File: src/rtl/ball_physics.sv
// ball_physics: per-frame ball position/velocity engine with walls, kicks, friction, goals and serve sequencing
module ball_physics #(
  parameter int W          = 10,
  parameter int NPLAYERS   = 2,
  parameter int BALL_SIZE  = 4,
  parameter int X_MIN      = 20,
  parameter int X_MAX      = 619,
  parameter int Y_MIN      = 19,
  parameter int Y_MAX      = 459,
  parameter int X_CENTER   = 320,
  parameter int Y_CENTER   = 240,
  parameter int GOAL_Y_LO  = 200,
  parameter int GOAL_Y_HI  = 280,
  parameter int KICK       = 3,
  parameter int VMAX       = 12,
  parameter int FRIC_DIV   = 4,
  parameter int GOAL_HOLD  = 60,
  parameter int SERVE_HOLD = 30
) (
  input  logic                  frame_clk,
  input  logic                  Reset_n,
  input  logic [NPLAYERS*W-1:0] play_x,
  input  logic [NPLAYERS*W-1:0] play_y,
  input  logic [NPLAYERS*W-1:0] play_vx,
  input  logic [NPLAYERS*W-1:0] play_vy,
  input  logic [NPLAYERS*W-1:0] play_size,
  input  logic                  friction_en,
  input  logic                  center_ball,
  output logic [W-1:0]          ball_x,
  output logic [W-1:0]          ball_y,
  output logic [W-1:0]          ball_s,
  output logic [W-1:0]          ball_vx,
  output logic [W-1:0]          ball_vy,
  output logic                  goal_left,
  output logic                  goal_right,
  output logic [3:0]            goals_left,
  output logic [3:0]            goals_right,
  output logic [1:0]            phase
);
  localparam logic [1:0] SERVE = 2'd0, PLAY = 2'd1, HOLD = 2'd2;
  localparam logic [W-1:0] XL = W'(X_MIN + BALL_SIZE), XH = W'(X_MAX - BALL_SIZE);
  localparam logic [W-1:0] YL = W'(Y_MIN + BALL_SIZE), YH = W'(Y_MAX - BALL_SIZE);
  localparam logic [W-1:0] XC = W'(X_CENTER), YC = W'(Y_CENTER);
  localparam logic [W-1:0] GYL = W'(GOAL_Y_LO), GYH = W'(GOAL_Y_HI);
  localparam logic [15:0] SERVE_T = 16'(SERVE_HOLD), GOAL_T = 16'(GOAL_HOLD);
  localparam logic [7:0] FMASK = 8'(FRIC_DIV - 1);

  logic [1:0] phase_q, phase_d;
  logic [W-1:0] x_q, x_d, y_q, y_d;
  logic signed [W-1:0] vx_q, vx_d, vy_q, vy_d, sel_vx, sel_vy;
  logic [15:0] cnt_q, cnt_d;
  logic [7:0] fric_q, fric_d;
  logic [3:0] gl_q, gl_d, gr_q, gr_d;
  logic pl_q, pl_d, pr_q, pr_d;
  logic [NPLAYERS-1:0] hit_v;
  logic at_l, at_r, at_t, at_b, mouth, goal_l, goal_r, wall_x, wall_y, hit, cnt_zero, recenter;

  function automatic logic signed [W-1:0] kick(input logic signed [W-1:0] pv, input logic signed [W-1:0] bv);
    int t;
    t = pv > 0 ? int'(pv) + KICK : pv < 0 ? int'(pv) - KICK : int'(bv);
    return W'(t > VMAX ? VMAX : t < -VMAX ? -VMAX : t);
  endfunction

  function automatic logic signed [W-1:0] bounce(input logic signed [W-1:0] v, input logic neg);
    int m;
    m = v < 0 ? -int'(v) : int'(v);
    m = m == 0 ? 1 : m;
    return W'(neg ? -m : m);
  endfunction

  function automatic logic signed [W-1:0] damp(input logic signed [W-1:0] v);
    return W'(int'(v) - (v > 0 ? 1 : v < 0 ? -1 : 0));
  endfunction

  function automatic logic [W-1:0] step(input logic [W-1:0] p, input logic signed [W-1:0] v, input int lo, input int hi);
    int t;
    t = int'(p) + int'(v);
    return W'(t < lo ? lo : t > hi ? hi : t);
  endfunction

  assign at_l     = x_q <= XL;
  assign at_r     = x_q >= XH;
  assign at_t     = y_q <= YL;
  assign at_b     = y_q >= YH;
  assign mouth    = y_q >= GYL && y_q <= GYH;
  assign goal_l   = phase_q == PLAY && !center_ball && at_l && mouth;
  assign goal_r   = phase_q == PLAY && !center_ball && at_r && mouth && !at_l;
  assign wall_x   = at_l || at_r;
  assign wall_y   = at_t || at_b;
  assign hit      = |hit_v;
  assign cnt_zero = cnt_q == 16'd0;
  assign recenter = center_ball || (phase_q == HOLD && cnt_zero);

  for (genvar i = 0; i < NPLAYERS; i++) begin : g_hit
    logic [W-1:0] px, py, dx, dy;
    logic [W:0] reach;
    assign px       = play_x[i*W +: W];
    assign py       = play_y[i*W +: W];
    assign dx       = x_q >= px ? x_q - px : px - x_q;
    assign dy       = y_q >= py ? y_q - py : py - y_q;
    assign reach    = (W+1)'(BALL_SIZE) + {1'b0, play_size[i*W +: W]};
    assign hit_v[i] = {1'b0, dx} <= reach && {1'b0, dy} <= reach;
  end

  // walking down from the top index leaves the lowest-index contact selected
  always_comb begin
    sel_vx = '0;
    sel_vy = '0;
    for (int k = NPLAYERS - 1; k >= 0; k--)
      if (hit_v[k]) begin
        sel_vx = play_vx[k*W +: W];
        sel_vy = play_vy[k*W +: W];
      end
  end

  always_ff @(posedge frame_clk) phase_q <= !Reset_n ? SERVE : phase_d;

  always_comb
    phase_d = center_ball ? SERVE :
              (phase_q == SERVE && cnt_zero) ? PLAY :
              (phase_q == HOLD && cnt_zero) ? SERVE :
              (goal_l || goal_r) ? HOLD : phase_q;

  always_comb begin
    x_d    = x_q;
    y_d    = y_q;
    vx_d   = vx_q;
    vy_d   = vy_q;
    cnt_d  = cnt_zero ? cnt_q : cnt_q - 16'd1;
    fric_d = fric_q;
    gl_d   = gl_q + 4'(goal_l && gl_q != 4'hf);
    gr_d   = gr_q + 4'(goal_r && gr_q != 4'hf);
    pl_d   = goal_l;
    pr_d   = goal_r;
    if (center_ball || phase_q != PLAY || goal_l || goal_r) begin
      vx_d = '0;
      vy_d = '0;
    end
    if (recenter || phase_q == SERVE) begin
      x_d = XC;
      y_d = YC;
    end
    if (recenter) cnt_d = SERVE_T;
    else if (goal_l || goal_r) cnt_d = GOAL_T;
    else if (phase_q == PLAY) begin
      vx_d = wall_x ? bounce(vx_q, at_r) : hit ? kick(sel_vx, vx_q) : vx_q;
      vy_d = wall_y ? bounce(vy_q, at_b) : hit ? kick(sel_vy, vy_q) : vy_q;
      if (!(wall_x || wall_y || hit)) begin
        fric_d = (fric_q + 8'd1) & FMASK;
        if (fric_q == 8'd0 && friction_en) begin
          vx_d = damp(vx_q);
          vy_d = damp(vy_q);
        end
      end
      x_d = step(x_q, vx_q, X_MIN + BALL_SIZE, X_MAX - BALL_SIZE);
      y_d = step(y_q, vy_q, Y_MIN + BALL_SIZE, Y_MAX - BALL_SIZE);
    end
  end

  always_ff @(posedge frame_clk)
    if (!Reset_n) begin
      x_q    <= XC;
      y_q    <= YC;
      vx_q   <= '0;
      vy_q   <= '0;
      cnt_q  <= SERVE_T;
      fric_q <= '0;
      gl_q   <= '0;
      gr_q   <= '0;
      pl_q   <= 1'b0;
      pr_q   <= 1'b0;
    end else begin
      x_q    <= x_d;
      y_q    <= y_d;
      vx_q   <= vx_d;
      vy_q   <= vy_d;
      cnt_q  <= cnt_d;
      fric_q <= fric_d;
      gl_q   <= gl_d;
      gr_q   <= gr_d;
      pl_q   <= pl_d;
      pr_q   <= pr_d;
    end

  assign ball_x      = x_q;
  assign ball_y      = y_q;
  assign ball_s      = W'(BALL_SIZE);
  assign ball_vx     = vx_q;
  assign ball_vy     = vy_q;
  assign goal_left   = pl_q;
  assign goal_right  = pr_q;
  assign goals_left  = gl_q;
  assign goals_right = gr_q;
  assign phase       = phase_q;
endmodule

File: config.mk
export PLATFORM = sky130hd
export DESIGN_NAME = ball_physics
export DESIGN_NICKNAME = d
export VERILOG_FILES = /design/src/rtl/ball_physics.sv
export SDC_FILE = /design/constraint.sdc
export NUM_CORES = 1
export LEC_CHECK = 0
export ABC_AREA = 1
export ABC_CLOCK_PERIOD_IN_PS = 7500
export BUFFER_PORTS_ARGS = -buffer_cell sky130_fd_sc_hd__clkbuf_2
export CORE_UTILIZATION = 55
export CTS_CLUSTER_SIZE = 10
export DETAILED_ROUTE_END_ITERATION = 8
export PLACE_DENSITY_LB_ADDON = 0.2
export SYNTH_ARGS = -nofsm -noshare
export SYNTH_HDL_FRONTEND = slang
export SYNTH_SLANG_ARGS = --single-unit
File: constraint.sdc
create_clock -name frame_clk -period 7.5 [get_ports frame_clk]
set_input_delay 1.875 -clock frame_clk [delete_from_list [all_inputs] [get_ports frame_clk]]
set_output_delay 1.875 -clock frame_clk [all_outputs]
set_load 0.005 [all_outputs]
* After elaboration in Yosys (flattened, before gate mapping)
Cells that the tools add are included.
Operators by class: add/subtract/negate cells 26, multipliers 0, div/mod/pow operators 0, magnitude comparators 30, equal/unequal tests 6, shifts and indexed selects 0, multiplexer cells 59, bitwise operators 4, reduce and logical (&&, ||, !) cells 38
Operators with widths (number):
- $mux 10 | 48
- $mux 32 | 6
- $sub 10x10->10 | 10
- $gt 32x5->1 const B | 2
- $logic_not 32->1 | 2
- $lt 32x5->1 const B | 2
- $neg 10->32 | 2
- $le 10x11->1 | 4
- $ge 10x10->1 | 4
- $gt 10x1->1 const B | 4
- $lt 10x1->1 const B | 4
- $add 11x10->12 | 2
- $lt 12x6->1 const B | 2
- $add 10x3->11 const B | 2
- $add 3x10->11 const A | 2
- $sub 10x3->11 const B | 2
- $le 10x5->1 const B | 2
- $neg 10->10 | 2
- $logic_not 16->1 | 1
- $sub 16x1->16 const B | 1
- $logic_and 1x1->1 | 14
- $gt 12x10->1 const B | 1
- $gt 12x11->1 const B | 1
- $mux 6 | 2
- other kinds (21) | 41
Word-level totals: register bits 70, latch bits 0, RAM bits 0, memory bits (read-only) 0, input port bits 104, output and inout bits 62, word-level logic and storage cells 176, memories kept 0

* Logic depth before layout (Yosys ltp)
Gate-level depths: netlist of the first run.
word-level depth 19, depth in mapped cells 51, gate-level depth less buffers 50

* Least setup slack after synthesis of the first run
OpenSTA, ideal clock, no wires.
path kind in2reg, start point input port play_y[3], end point register vx_q[2], in the netlist ball_vx[2], library setup time 0.128 ns, arrival 6.782 ns, required time 7.372 ns, slack 0.590 ns, stages 45, buffers on the path 3, cells stage by stage inv_1 > ha_1 > clkbuf_1 > a21oi_1 > o21ai_0 > a21oi_1 > o31ai_1 > a21oi_1 > nor2_1 > nor2_1 > inv_1 > clkbuf_1 > a21oi_1 > a21oi_1 > o221ai_1 > xnor2_1 > inv_1 > ha_1 > [9 not listed] > inv_1 > ha_1 > inv_1 > nand3_1 > inv_1 > nand3_1 > nand2_1 > nand2_1 > nand3_1 > nand2_1 > a21oi_1 > nand3_1 > nand2_1 > nand3_1 > nand2_1 > nand2_1 > nand2_1 > nor2_1
Between the ends: longest elaborated chain between the ends 18, elaborated cells on any way between the ends 26, those cells by class 4 x add/sub; 6 x order compare; 13 x mux; 3 x reduce/logical
Ends and longest elaborated chain:
- start: declaration | RTL line 23 | input logic [NPLAYERS*W-1:0] play_y,
- $sub 10x10->10 or $ge 10x10->1 (tied branches) | RTL line 100 | assign dy = y_q >= py ? y_q - py : py - y_q;
- $mux 10 (*) | RTL line 100
- $le 10x11->1 (*) | RTL line 102 | assign hit_v[i] = {1'b0, dx} <= reach && {1'b0, dy} <= reach;
- $logic_and 1x1->1 (*) | RTL line 102
- $mux 10 | RTL line 110 | if (hit_v[k]) begin
- $sub 10x3->11 or $lt 10x1->1 (tied branches) | RTL line 60 | t = pv > 0 ? int'(pv) + KICK : pv < 0 ? int'(pv) - KICK : int'(bv);
- $mux 32 (2 in series) | RTL line 60
- $lt 32x5->1 | RTL line 61 | return W'(t > VMAX ? VMAX : t < -VMAX ? -VMAX : t);
- $mux 10 (2 in series) | RTL line 61
- $mux 10 (2 in series) | RTL line 146 | vx_d = wall_x ? bounce(vx_q, at_r) : hit ? kick(sel_vx, vx_q) : vx_q;
- $mux 10 | RTL line 150 | if (fric_q == 8'd0 && friction_en) begin
- $mux 10 (*) | RTL line 148 | if (!(wall_x || wall_y || hit)) begin
- $mux 10 (*) | RTL line 145 | else if (phase_q == PLAY) begin
- $mux 10 (*) | RTL line 144 | else if (goal_l || goal_r) cnt_d = GOAL_T;
- $mux 10 (*) | RTL line 143 | if (recenter) cnt_d = SERVE_T;
- end signal: assignment | RTL line 175 | vx_q <= vx_d;
- end: declaration | RTL line 50 | logic signed [W-1:0] vx_q, vx_d, vy_q, vy_d, sel_vx, sel_vy;
Every way passes the cells marked *; elsewhere a longest branch is shown, timed or not. A chain may end at the register's enable or synchronous reset.

* Worst setup path in the final report of the first run
start point input port play_y[0], end point register vx_q[2], in the netlist ball_vx[2]
The elaborated chain is that of the path after synthesis.

==> summary.txt, run 1 <==
dpl cell area - 13400 um^2
FF+latch count, synth - 70
class of the worst hold path - reg -> reg
VDD IR-drop max - 131.5 uV
Clk Latency, worst-skew pair - 340 ps
final hold slack - 461.0 ps
Worst EP arrival - 7210 ps
register area - 1401 um^2
post-synthesis cell count - 1984
critical path class - in -> reg
DRC violations left - 0
worst path required time - 7720 ps
via count - 13485
Power per Cell Area - 149.1 nW/um^2
Distinct cells, synth - 66
Worst Skew - 2.756 ps
die span in y - 151.4 um
FP Rows - 54
RSZ-0062 raised after global routing - false
post-detail-place hpwl - 29.17 mm
fraction of layout cells with a size suffix above 1 - 0.1334
Fill cells - 2164
hold buffers post-CTS - 0
CTS tree - done
Post-Syn Area - 12280 um^2
Async SR Flop Fraction - 0
count leader, synth - nand2_1
vias in the first global route - 12005
startpoint types - input port
grt total ovfl - 0
Starting Density - 0.5611
critical path's top delay family - simple AND/OR/NAND/NOR gates
Max Cap Viol - 0
Detailed Route WL - 36.16 mm
number of buffers and inverters on the critical path - 9
diodes inserted - 0
crit path capture type - flop
CP max-delay cell - fa_1
top_reg_cell synth - dfxtp_1
Num CTS Buffers - 9
DR WL/cell - 14.87 um
DIE AREA - 22930 um^2
Antenna Nets Post-Route - 0
Syn. warnings - 0
CORE AREA - 21890 um^2
minimum clock period - 6993 ps
sequential share of the synthesized area - 0.1141
Worst-Margin Slew - 1066 ps
Rel. slew slack - 0.2861
CTS sink count - 70
Post-synth top cells - nand2_1 (450), inv_1 (295), nor2_1 (190)
CTS H-tree depth - 3
CP max FO - 20
Synth top area share - 0.1772
Final Hold Fails - 0
status - finished clean
Placer Congestion - 0.9655
Area Overhead vs Synth - 12.78%
pin count of the biggest net entering global routing - 26
TNS Setup - 0 ps
mean post-synth cell area - 6.191 um^2
global-route wire length before repair - 56.95 mm
Die X - 151.4 um
# port buffers - 155
DRT iter0 DRCs - 1024
Leak - 7.328 nW
Total GRT Usage - 0.3103
Top Ports - 166
Yosys top cell by area - ha_1
fin area - 13850 um^2
clock tree buffer depth - 2
Final Util - 0.6328
CTS root buffer - clkbuf_16
main area contributors after synthesis - ha_1 (18%), nand2_1 (14%), dfxtp_1 (11%), inv_1 (9.0%), a21oi_1 (6.4%)
Net count, final - 2437
vias per inst - 5.545
area of the multi-input gates - 9648 um^2
Pre-antenna DRT Iters - 5
initial antenna violation count - 0
fmax - 143.0 MHz
Clock transition at path regs - 60 ps
max incr delay on CP - 350 ps
final setup vio count - 0
number of synthesized flops with an enable pin - 0
Final period util - 0.9323
max-slew violations - 0
[where the power goes]
group	leakage [nW]	total, W	switching, W	internal (W)
combinational	6.61	0.00121	0.000793	0.000421
clock	0.154	0.000478	0.000184	0.000294
sequential	0.564	0.000373	0.000000691	0.000373
total	7.33	0.00207	0.000978	0.00109
[placed cells by master, fill, tap and decap left out, types with 6 or more instances in the layout]
cell type    n
fa_1        12
o21ai_0    105
nand2_2     15
nor2_4       7
a21o_1      10
nor3_1      22
or2_2       10
buf_4       23
inv_2       15
a21oi_1    156
nor4_1      11
xor2_1      49
nand3_1    129
dfxtp_1     70
xnor2_1     40
inv_1      291
nand4_1     31
a31oi_1     15
o21ai_1      7
nand2_1    447
nand2_4      6
o21ai_4      6
a211oi_1     7
clkbuf_16    9
o211ai_1     8
nor2_1     189
clkbuf_2   155
nand3b_1    10
a311oi_1     8
conb_1      10
o31ai_1     13
ha_1       174
[registers in the layout, summed over array words and instances, names as in the netlist]
signal,flops
ball_vx,10
ball_vy,10
ball_x,10
ball_y,10
cnt_q,16
fric_q,2
goal_left,1
goal_right,1
goals_left,4
goals_right,4
phase,2
[final timing paths]
kind / start / end / slack, ps / depth (start not counted)
worst max-delay path: play_y[0] / ball_vx[2]$_SDFF_PN0_ / 510 / 43
worst max register to register: ball_x[0]$_SDFF_PN0_ / ball_vx[2]$_SDFF_PN0_ / 1510 / 46
worst min-delay path: fric_q[1]$_SDFFE_PN0P_ / fric_q[1]$_SDFFE_PN0P_ / 460 / 2
worst min register to register: fric_q[1]$_SDFFE_PN0P_ / fric_q[1]$_SDFFE_PN0P_ / 460 / 2
[cell families (layout without fill, tap and decap cells)]
kind of cell | after synthesis | after routing | synth area share
mux | 6 | 6 | 0.005093
other cells | 2 | 10 | 0.0006114
xor+xnor | 89 | 89 | 0.06346
buf+inv | 344 | 504 | 0.1105
compound gates | 388 | 388 | 0.1868
simple gates | 899 | 899 | 0.3226
flops | 70 | 70 | 0.1141
fa+ha+maj | 186 | 186 | 0.1968
[routing by layer]
layer	GRT usage	routed length, um	vias up
met3	0.03102	2170	57
met4	0.08750	946	0
met1	0.4102	16370	6077
met5	0	0	-
li1	-	-	6886
met2	0.5304	16670	465
[tightest hold or removal path, stage by stage, from the launching register on]
cell and delay [ps]:
dfxtp_1 290, inv_1 60, a21oi_1 60
[through the flow]
step           setup slack [ps]  power (W)  cells
2_1_floorplan             589.8   0.001257   1992
3_3_place_gp              78.81   0.001521   2411
3_5_place_dp              30.19   0.001529   2411
4_1_cts                   356.9   0.002008   2427
5_1_grt                   6.843   0.002226   2432
6_report                  507.4   0.002065   2432
[timing repair]
action,CTS,global route
setup buffers,0,5
setup endpoints to repair,0,15
hold endpoints to repair,0,0
gates resized for setup,0,25
[layout make-up]
type | instances | area share
multi-input combinational | 1578 | 0.6964
clock inverter | 6 | 0.006774
timing repair buffer | 179 | 0.06991
clock buffer | 10 | 0.01653
tap | 280 | 0.02529
inverter | 309 | 0.08390
sequential | 70 | 0.1012
Note: power is estimated with default switching activity, not from simulation.
==> run 2, diff against run 1 <==
--- a/config.mk
+++ b/config.mk
@@ -7,10 +7,10 @@
 export LEC_CHECK = 0
 export ABC_AREA = 1
 export ABC_CLOCK_PERIOD_IN_PS = 7500
-export BUFFER_PORTS_ARGS = -buffer_cell sky130_fd_sc_hd__clkbuf_2
 export CORE_UTILIZATION = 55
 export CTS_CLUSTER_SIZE = 10
 export DETAILED_ROUTE_END_ITERATION = 8
+export DONT_BUFFER_PORTS = 1
 export PLACE_DENSITY_LB_ADDON = 0.2
 export SYNTH_ARGS = -nofsm -noshare
 export SYNTH_HDL_FRONTEND = slang
==> run 2 against run 1 <==
  * Sequential power is essentially flat
  * Sequential share of layout area grew 0.73 points
  * Non-clock buffer count shrank 165
  * First-iteration DRC count grew 13%
  * Global-route usage shrank 0.23 points
  * Worst hold slack lost 3.5 ps
  * Fmax grew 1.2%
  * Largest power group unchanged
  * Highest routed layer unchanged
==> summary.txt, run 2 (same netlist as run 1, synthesis figures left out) <==
Final Power - 0.001918 W (was 0.002065 W)
status - finished clean (unchanged)
Total GRT Usage - 0.3080 (was 0.3103)
Top reg by flops - cnt_q (unchanged)
fmax - 144.7 MHz (was 143.0 MHz)
class of the worst hold path - reg -> reg (unchanged)
Clock transition at path regs - 60 ps (about the same)
CTS tree - done (unchanged)
DRT iter0 DRCs - 1159 (was 1024)
FP Rows - 54 (unchanged)
CTS H-tree depth - 3 (unchanged)
Power per Cell Area - 148.5 nW/um^2 (was 149.1 nW/um^2)
Rel. slew slack - 0.2993 (was 0.2861)
worst path required time - 7720 ps (about the same)
Die X - 151.4 um (unchanged)
Fill cells - 2158 (was 2164)
commonest non-fill, non-tap cell in the layout - nand2_1 (unchanged)
pin count of the biggest net entering global routing - 26 (unchanged)
startpoint types - input port (unchanged)
Worst-Margin Slew - 1046 ps (was 1066 ps)
Top Ports - 166 (unchanged)
commonest non-fill, non-tap cells in the layout - nand2_1 (449), inv_1 (293), nor2_1 (190) (was nand2_1 (447), inv_1 (291), nor2_1 (189))
minimum clock period - 6912 ps (was 6993 ps)
Final Hold Fails - 0 (unchanged)
crit path capture type - flop (unchanged)
DRC violations left - 0 (unchanged)
clock tree buffer depth - 2 (unchanged)
final setup vio count - 0 (unchanged)
Final Util - 0.5902 (was 0.6328)
Max Cap Viol - 0 (unchanged)
Final period util - 0.9216 (was 0.9323)
hold buffers post-CTS - 0 (unchanged)
via count - 12858 (was 13485)
Antenna Nets Post-Route - 0 (unchanged)
post-detail-place hpwl - 29.36 mm (was 29.17 mm)
Post-Layout Cell Count - 2267 (was 2432)
VDD IR-drop max - 124.5 uV (was 131.5 uV)
Area Overhead vs Synth - 5.195% (was 12.78%)
RSZ-0062 raised after global routing - false (unchanged)
vias in the first global route - 11561 (was 12005)
Starting Density - 0.5611 (unchanged)
fraction of layout cells with a size suffix above 1 - 0.05888 (was 0.1334)
diodes inserted - 0 (unchanged)
CP max-delay cell - ha_1 (was fa_1)
TNS Setup - 0 ps (unchanged)
vias per inst - 5.672 (was 5.545)
max-slew violations - 0 (unchanged)
Worst Skew - 6.501 ps (was 2.756 ps)
Net count, final - 2272 (was 2437)
global-route wire length before repair - 55.79 mm (was 56.95 mm)
initial antenna violation count - 0 (unchanged)
# placed instances - 2251 (was 2411)
Clk Latency, worst-skew pair - 350 ps (was 340 ps)
grt total ovfl - 0 (unchanged)
Placer Congestion - 0.9707 (was 0.9655)
Num CTS Buffers - 9 (unchanged)
Top cell by count, worst path - nand2_1
DIE AREA - 22930 um^2 (unchanged)
Pre-antenna DRT Iters - 6 (was 5)
CTS root buffer - clkbuf_16 (unchanged)
# port buffers - 0 (was 155)
CTS sink count - 70 (unchanged)
die span in y - 151.4 um (unchanged)
Worst EP arrival - 7140 ps (was 7210 ps)
max incr delay on CP - 380 ps (was 350 ps)
critical path class - in -> reg (unchanged)
Detailed Route WL - 35.97 mm (was 36.16 mm)
CORE AREA - 21890 um^2 (unchanged)
CP max FO - 10 (was 20)
Leak - 6.582 nW (was 7.328 nW)
DR WL/cell - 15.87 um (was 14.87 um)
Largest register FFs - 16 (unchanged)
## run 2: layout make-up
class | count | area, um^2 | share of cell area
Multi-Input combinational cell | 1578 | 9617 | 0.7443
Sequential cell | 70 | 1401 | 0.1085
Inverter | 309 | 1162 | 0.08996
Tap cell | 280 | 350.3 | 0.02711
Clock buffer | 10 | 239.0 | 0.01850
Timing Repair Buffer | 14 | 105.1 | 0.008134
Clock inverter | 6 | 46.29 | 0.003583
## run 2: power by group
| part | leakage (nW) | internal, W | switching (W) |
|---|---|---|---|
| Clock | 0.135 | 0.000235 | 0.000182 |
| Combinational | 5.88 | 0.000370 | 0.000758 |
| Sequential | 0.564 | 0.000373 | 0.000000700 |
| Total | 6.58 | 0.000978 | 0.000941 |
## run 2: critical path: cells and delay by family
family / cells / cell delay [ps]
AND/OR/NAND/NOR: 22 / 1830
XOR/XNOR: 1 / 180
adder cells (fa/ha/maj): 3 / 900
buffers and inverters: 7 / 690
AO/OA/AOI/OAI: 8 / 1660
## run 2: what timing repair did
item,4_1_cts,5_1_grt
setup buffers,0,0
gates resized for setup,0,15
setup endpoints to repair,0,18
endpoints found under the hold margin,0,0
## run 2: stage by stage
| stage | area, um^2 | setup slack, ps | hold WS (ps) |
|---|---|---|---|
| after floorplan | 12310 | 589.8 | 433.8 |
| after global placement | 12570 | 138.9 | 443.8 |
| after detailed placement | 12570 | 73.15 | 455.7 |
| after CTS | 12860 | 407.1 | 465.0 |
| after global routing | 12920 | 25.14 | 516.3 |
| final | 12920 | 587.9 | 457.5 |
## run 2: worst paths after layout
kind | from | endpoint | slack [ps] | depth (start not counted)
worst max-delay path | play_x[16] | ball_vx[2]$_SDFF_PN0_ | 590 | 41
worst max register to register | ball_x[0]$_SDFF_PN0_ | ball_vx[2]$_SDFF_PN0_ | 1380 | 45
worst min-delay path | fric_q[1]$_SDFFE_PN0P_ | fric_q[1]$_SDFFE_PN0P_ | 460 | 2
worst min register to register | fric_q[1]$_SDFFE_PN0P_ | fric_q[1]$_SDFFE_PN0P_ | 460 | 2
## run 2: metal layers
metal | track usage | share of wire | vias up
met5 | 0 | 0 | -
met4 | 0.1100 | 0.027 | 0
met3 | 0.05301 | 0.077 | 60
met2 | 0.5162 | 0.46 | 471
met1 | 0.3934 | 0.44 | 5748
li1 | - | - | 6579
